--- src/rtl/alu_arbiter.sv ---
// Two-requester front end for a shared external ALU: round-robin grant, one
// operation in flight, result held until the owning requester consumes it.
//
// state | meaning
// IDLE  | no operation in flight; ready offered to the selected requester
// BUSY  | operands driven to the ALU, latency counter running down
// RESP  | result captured and held for the granted requester
module alu_arbiter #(
    parameter int unsigned ALU_LAT = 1
) (
    input  logic        clk,
    input  logic        rst_n,
    input  logic        req0_valid,
    input  logic        req1_valid,
    output logic        req0_ready,
    output logic        req1_ready,
    input  logic [31:0] req0_rs,
    input  logic [31:0] req0_rt,
    input  logic [31:0] req1_rs,
    input  logic [31:0] req1_rt,
    input  logic [4:0]  req0_shamt,
    input  logic [4:0]  req1_shamt,
    input  logic [3:0]  req0_ALUControl,
    input  logic [3:0]  req1_ALUControl,
    output logic        rsp0_valid,
    output logic        rsp1_valid,
    input  logic        rsp0_ready,
    input  logic        rsp1_ready,
    output logic [31:0] rsp_result,
    output logic        rsp_zero,
    output logic [31:0] alu_rs,
    output logic [31:0] alu_rt,
    output logic [4:0]  alu_shamt,
    output logic [3:0]  alu_ALUControl,
    input  logic [31:0] alu_result,
    input  logic        alu_zero
);

    typedef enum logic [1:0] {IDLE, BUSY, RESP} state_t;

    localparam logic [3:0] LAT_M1 = 4'(ALU_LAT - 1);

    state_t     state;
    logic [3:0] cnt;
    logic       last_grant;
    logic       cur;
    logic       sel;
    logic       accept;
    logic       rsp_take;

    // Tie goes to whichever requester was not served last.
    always_comb begin
        sel = 1'b0;
        if (req0_valid && req1_valid)
            sel = ~last_grant;
        else if (req1_valid)
            sel = 1'b1;
    end

    assign req0_ready = (state == IDLE) && req0_valid && !sel;
    assign req1_ready = (state == IDLE) && req1_valid && sel;
    assign accept     = req0_ready || req1_ready;
    assign rsp_take   = cur ? rsp1_ready : rsp0_ready;

    always_ff @(posedge clk or negedge rst_n) begin
        if (!rst_n) begin
            state          <= IDLE;
            cnt            <= 4'd0;
            last_grant     <= 1'b1;
            cur            <= 1'b0;
            rsp0_valid     <= 1'b0;
            rsp1_valid     <= 1'b0;
            rsp_result     <= 32'd0;
            rsp_zero       <= 1'b0;
            alu_rs         <= 32'd0;
            alu_rt         <= 32'd0;
            alu_shamt      <= 5'd0;
            alu_ALUControl <= 4'd0;
        end else begin
            case (state)
                IDLE: begin
                    if (accept) begin
                        alu_rs         <= sel ? req1_rs : req0_rs;
                        alu_rt         <= sel ? req1_rt : req0_rt;
                        alu_shamt      <= sel ? req1_shamt : req0_shamt;
                        alu_ALUControl <= sel ? req1_ALUControl : req0_ALUControl;
                        cnt            <= LAT_M1;
                        last_grant     <= sel;
                        cur            <= sel;
                        state          <= BUSY;
                    end
                end
                BUSY: begin
                    if (cnt != 4'd0) begin
                        cnt <= cnt - 4'd1;
                    end else begin
                        rsp_result <= alu_result;
                        rsp_zero   <= alu_zero;
                        rsp0_valid <= !cur;
                        rsp1_valid <= cur;
                        state      <= RESP;
                    end
                end
                RESP: begin
                    if (rsp_take) begin
                        rsp0_valid <= 1'b0;
                        rsp1_valid <= 1'b0;
                        state      <= IDLE;
                    end
                end
                default: state <= IDLE;
            endcase
        end
    end

endmodule
--- config.mk ---
export PLATFORM = sky130hd
export DESIGN_NAME = alu_arbiter
export DESIGN_NICKNAME = d
export VERILOG_FILES = /design/src/rtl/alu_arbiter.sv
export SDC_FILE = /design/constraint.sdc
export NUM_CORES = 1
export LEC_CHECK = 0
export BUFFER_PORTS_ARGS = -buffer_cell sky130_fd_sc_hd__clkbuf_2
export CAP_MARGIN = 20
export CORE_AREA = 2 2 116 118
export DETAILED_ROUTE_END_ITERATION = 16
export DIE_AREA = 0 0 118 120
export GPL_ROUTABILITY_DRIVEN = 0
export HOLD_SLACK_MARGIN = 0.15
export PLACE_DENSITY_LB_ADDON = 0.1
export RECOVER_POWER = 50
export SETUP_SLACK_MARGIN = 0.5
export SYNTH_ARGS = -nofsm -noshare
export SYNTH_HDL_FRONTEND = slang
export SYNTH_SLANG_ARGS = --single-unit
--- constraint.sdc ---
create_clock -name clk -period 4.37 [get_ports clk]
set_input_delay 0 -clock clk [delete_from_list [all_inputs] [get_ports clk]]
set_output_delay 0 -clock clk [all_outputs]
set_load 0.05 [all_outputs]
==> results of run 1 <==
==> cell usage after synthesis, drive strengths merged <==
cell | count | share of area [%]
o21ai | 149 | 14
dfrtp | 115 | 54
mux2i | 76 | 14
mux2 | 33 | 8.8
clkbuf | 24 | 1.8
buf | 15 | 2.8
nor2 | 5 | 0.35
inv | 3 | 0.21
or2 | 3 | 0.35
a211oi | 2 | 0.28
a21oi | 2 | 0.19
nand2 | 2 | 0.14
nor3b | 2 | 0.28
o22ai | 2 | 0.23
a21bo | 1 | 0.19
a21o | 1 | 0.14
a31o | 1 | 0.16
a31oi | 1 | 0.12
and2 | 1 | 0.12
and3 | 1 | 0.12
dfstp | 1 | 0.49
ha | 1 | 0.23
nand2b | 1 | 0.12
nand3b | 1 | 0.14
nor4 | 1 | 0.12
nor4b | 1 | 0.28
o21bai | 1 | 0.14
o221ai | 1 | 0.16
or2b | 1 | 0.14
==> stage by stage <==
step           area [sq um]  hold slack [ns]  setup slack, ns  utilization, %
2_1_floorplan          5353          -0.2956            2.471               -
3_3_place_gp           6867           0.1913            2.015           52.90
3_5_place_dp           6867           0.1994            1.906           52.90
==> cell families after synthesis <==
logic type,share of synthesized area [%]
and+or+nand+nor,2.151
muxes,23.05
buffers and inverters,4.768
AOI/OAI and AO/OA,15.54
adders and majority gates,0.2337
DFF,54.25
==> impl_metrics.env, run 1 <==
export IMPL_status="did not finish"
export IMPL_lastStage="clock tree synthesis (4_1_cts)"
export IMPL_error_line="[ERROR RSZ-0060] Max buffer count reached."
export IMPL_io_buffers=294
export IMPL_placementRows=42
export IMPL_postSynthAreaPerCell_sq_um=11.95
export IMPL_h_tree_depth=4
export IMPL_synthCells=448
export IMPL_ios=295
export IMPL_place_inst=884
export IMPL_clockRootBuffer="clkbuf_16"
export IMPL_postCtsSetupRepairBufs=0
export IMPL_cts_sinks=116
export IMPL_die_w_microns=118
export IMPL_cts_buffers=17
export IMPL_clockBufferDepth=2
export IMPL_synth_cell_types=36
export IMPL_netlist_area_sq_um=5353
export IMPL_yosysWarnings=0
export IMPL_seq_area_frac_synth_pct=54.25
export IMPL_hold_buffers=185
export IMPL_hpwl_microns=9999
export IMPL_cts_resized=0
export IMPL_start_util_pct=41.24
export IMPL_syn_nets=634
export IMPL_dieHeight_microns=120
export IMPL_ys_seq_elements=116
==> run 2: changes to the inputs <==
Settings changed: CORE_AREA 2 2 116 118 to 2 2 119 121, DIE_AREA 0 0 118 120 to 0 0 121 123, HOLD_SLACK_MARGIN 0.15 to unset, PLACE_DENSITY_LB_ADDON 0.1 to 0.15, SETUP_SLACK_MARGIN 0.5 to unset.
==> run 2 against run 1 <==
Effect of this change: the flow now finishes, with violations (max-capacitance violations, max-slew violations); synthesized area is the same; synthesized cell count unchanged.
==> impl_metrics.env, run 2 <==
export IMPL_status="finished with violations"
export IMPL_violations="max-capacitance violations, max-slew violations"
export IMPL_maxCapViolations=1
export IMPL_cp_num_buf_inv=2
export IMPL_critPathMaxFanout=29
export IMPL_maxSlewHeadroom_pct=-11.93
export IMPL_hold_path_class="primary input to register"
export IMPL_whs_path_depth=4
export IMPL_hpwl_microns=10150
export IMPL_nets=1098
export IMPL_drt_wl_total_microns=17740
export IMPL_die_w_microns=121
export IMPL_cts_resized=0
export IMPL_area_growth_pct=71.88
export IMPL_synth_flop_cell="dfrtp_1"
export IMPL_ios=295
export IMPL_crit_type="register to register"
export IMPL_yosysWarnings=0
export IMPL_dieHeight_microns=123
export IMPL_clk_pin_slew_worst_paths_ns=0.05
export IMPL_synthCells=448
export IMPL_layout_commonest_cell="clkbuf_2"
export IMPL_n_antenna_cell=0
export IMPL_hp_start="req1_valid"
export IMPL_synth_cell_types=36
export IMPL_required_ns=4.62
export IMPL_grt_pass1_vias=5800
export IMPL_cts_sinks=116
export IMPL_post_route_cell_area_sq_um=9200
export IMPL_netlist_area_sq_um=5353
export IMPL_yosysMostFrequentCell="o21ai_0"
export IMPL_regArea_sq_um=2904
export IMPL_via_per_inst=4.937
export IMPL_hold_buffers=184
export IMPL_top_regs="alu_rs: 32 flops, alu_rt: 32 flops, rsp_result: 32 flops"
export IMPL_synth_area_leaders="dfrtp_1, mux2i_1, o21ai_0, mux2_4, clkbuf_1"
export IMPL_peakVddDrop_mv=0.3844
export IMPL_fmax_mhz=397.4
export IMPL_hold_end="alu_rs[8]"
export IMPL_synth_common_cells="o21ai_0, dfrtp_1, mux2i_1"
export IMPL_cpMaxStageDelayCell="dlygate4sd3_1"
export IMPL_core_area_sq_um=13610
export IMPL_dr_pass1_iters=4
export IMPL_end_kind="register"
export IMPL_multi_input_comb_area_sq_um=2220
export IMPL_reg2reg_to="alu_rs[5]"
export IMPL_cp_cell_sequence="a21bo_4 > buf_4 > mux2i_1 > dlygate4sd3_1 > o21ai_0"
export IMPL_r2r_start="last_grant"
export IMPL_cts_buffers=17
export IMPL_syn_nets=634
export IMPL_fin_skew_ns=0.01033
export IMPL_slew_violations=69
export IMPL_setup_tns_final_ns=0
export IMPL_drive_gt1_share_pct=29.22
export IMPL_critical_path_arrival_ns=2.77
export IMPL_post_route_min_period_ns=2.517
export IMPL_h_tree_depth=4
export IMPL_die_area_sq_um=14880
export IMPL_rsz0062_at_grt="no"
export IMPL_slowest_delay_ns=0.58
export IMPL_critPathLaunchType="register"
export IMPL_grt_max_degree=75
export IMPL_period_share_pct=57.59
export IMPL_seq_area_frac_synth_pct=54.25
export IMPL_power_density_nw_per_um2=774.9
export IMPL_start_util_pct=39.32
export IMPL_vias=5450
export IMPL_synth_edf_count=0
export IMPL_cts_tree="done"
export IMPL_overflow=0
export IMPL_dpl_instance_area_sq_um=6872
export IMPL_clockBufferDepth=2
export IMPL_initialDrtViolationCount=232
export IMPL_cp_top_family="buffers and inverters"
export IMPL_setup_viol=0
export IMPL_ff2ff_setup_slack_ns=1.85
export IMPL_drc_errors=0
export IMPL_routedWlPerCell_microns=16.07
export IMPL_worst_pin_slew_ns=1.679
export IMPL_track_usage_pct=24.19
export IMPL_clk_latency_ns=0.41
export IMPL_layout_common_cells="clkbuf_2, dlygate4sd3_1, o21ai_0"
export IMPL_yosys_area_top_type="dfrtp_1"
export IMPL_power_uw=7129
export IMPL_instances_no_fill=1104
export IMPL_finalHoldViolations=0
export IMPL_postCtsSetupRepairBufs=0
export IMPL_grt_pass1_wl_microns=27810
export IMPL_yosysTopAreaCellShare_pct=53.76
export IMPL_postSynthAreaPerCell_sq_um=11.95
export IMPL_antenna_found_initial=0
export IMPL_io_buffers=294
export IMPL_clockRootBuffer="clkbuf_16"
export IMPL_fillers=1063
export IMPL_place_inst=888
export IMPL_ys_seq_elements=116
export IMPL_placementRows=43
export IMPL_ant_nets=0
export IMPL_async_reset_ff_share_pct=100.0
export IMPL_power_leakage_uw=0.004444
export IMPL_reg2regPathDepth=5
==> run 2: layout make-up <==
type	instances	share of cell area [%]
timing repair buffer	484	35.22
sequential	116	31.57
multi-input combinational	290	24.13
clock buffer	20	5.073
tap	180	2.448
clock inverter	11	1.442
inverter	3	0.1224
==> run 2: logic make-up after synthesis <==
| logic type | count (synthesis) | share of synthesized area, % |
|---|---|---|
| flops | 116 | 54.25 |
| compound gates | 161 | 15.54 |
| buf+inv | 42 | 4.768 |
| simple gates | 19 | 2.151 |
| mux | 109 | 23.05 |
| fa+ha+maj | 1 | 0.2337 |
==> run 2: worst min-delay path, cell delays in order <==
cell,delay [ns]
clkbuf_2,0.16
nor2_4,0.16
o21ai_0,0.17
o21ai_1,0.06
==> run 2: power breakdown <==
| group | switching [uW] | internal [uW] |
|---|---|---|
| clock network | 472 | 930 |
| logic | 2780 | 1050 |
| registers | 295 | 1610 |
==> run 2: worst max path at each step <==
stage                    end  cells after the start  slack, ns  startpoint
2_1_floorplan            cur                      6       2.47  last_grant
3_3_place_gp   rsp_result[4]                      5       1.99      cnt[0]
3_5_place_dp   rsp_result[2]                      5       1.93      cnt[0]
4_1_cts           alu_rs[11]                      5       1.47  last_grant
5_1_grt            alu_rs[5]                      5       1.74  last_grant
6_report           alu_rs[5]                      5       1.85  last_grant
==> run 2: per-layer routing <==
metal / wire [microns] / vias to the layer above / global-route usage, %
li1: - / 2544 / -
met1: 6745 / 2584 / 26.88
met2: 8895 / 269 / 41.64
met3: 1392 / 53 / 6.919
met4: 709 / 0 / 13.74
met5: 0 / - / 0
==> run 2: per-stage QoR <==
stage               utilization [%]  worst slack [ns]  hold WS [ns]
global placement              50.48             1.992        0.1640
floorplan                         -             2.471       -0.2956
detailed placement            50.48             1.930        0.1715
global route                  67.59             1.745        0.2347
finish                        67.59             1.853        0.1805
CTS                           68.42             1.474        0.1719
Power figures use the tool's default switching activity.
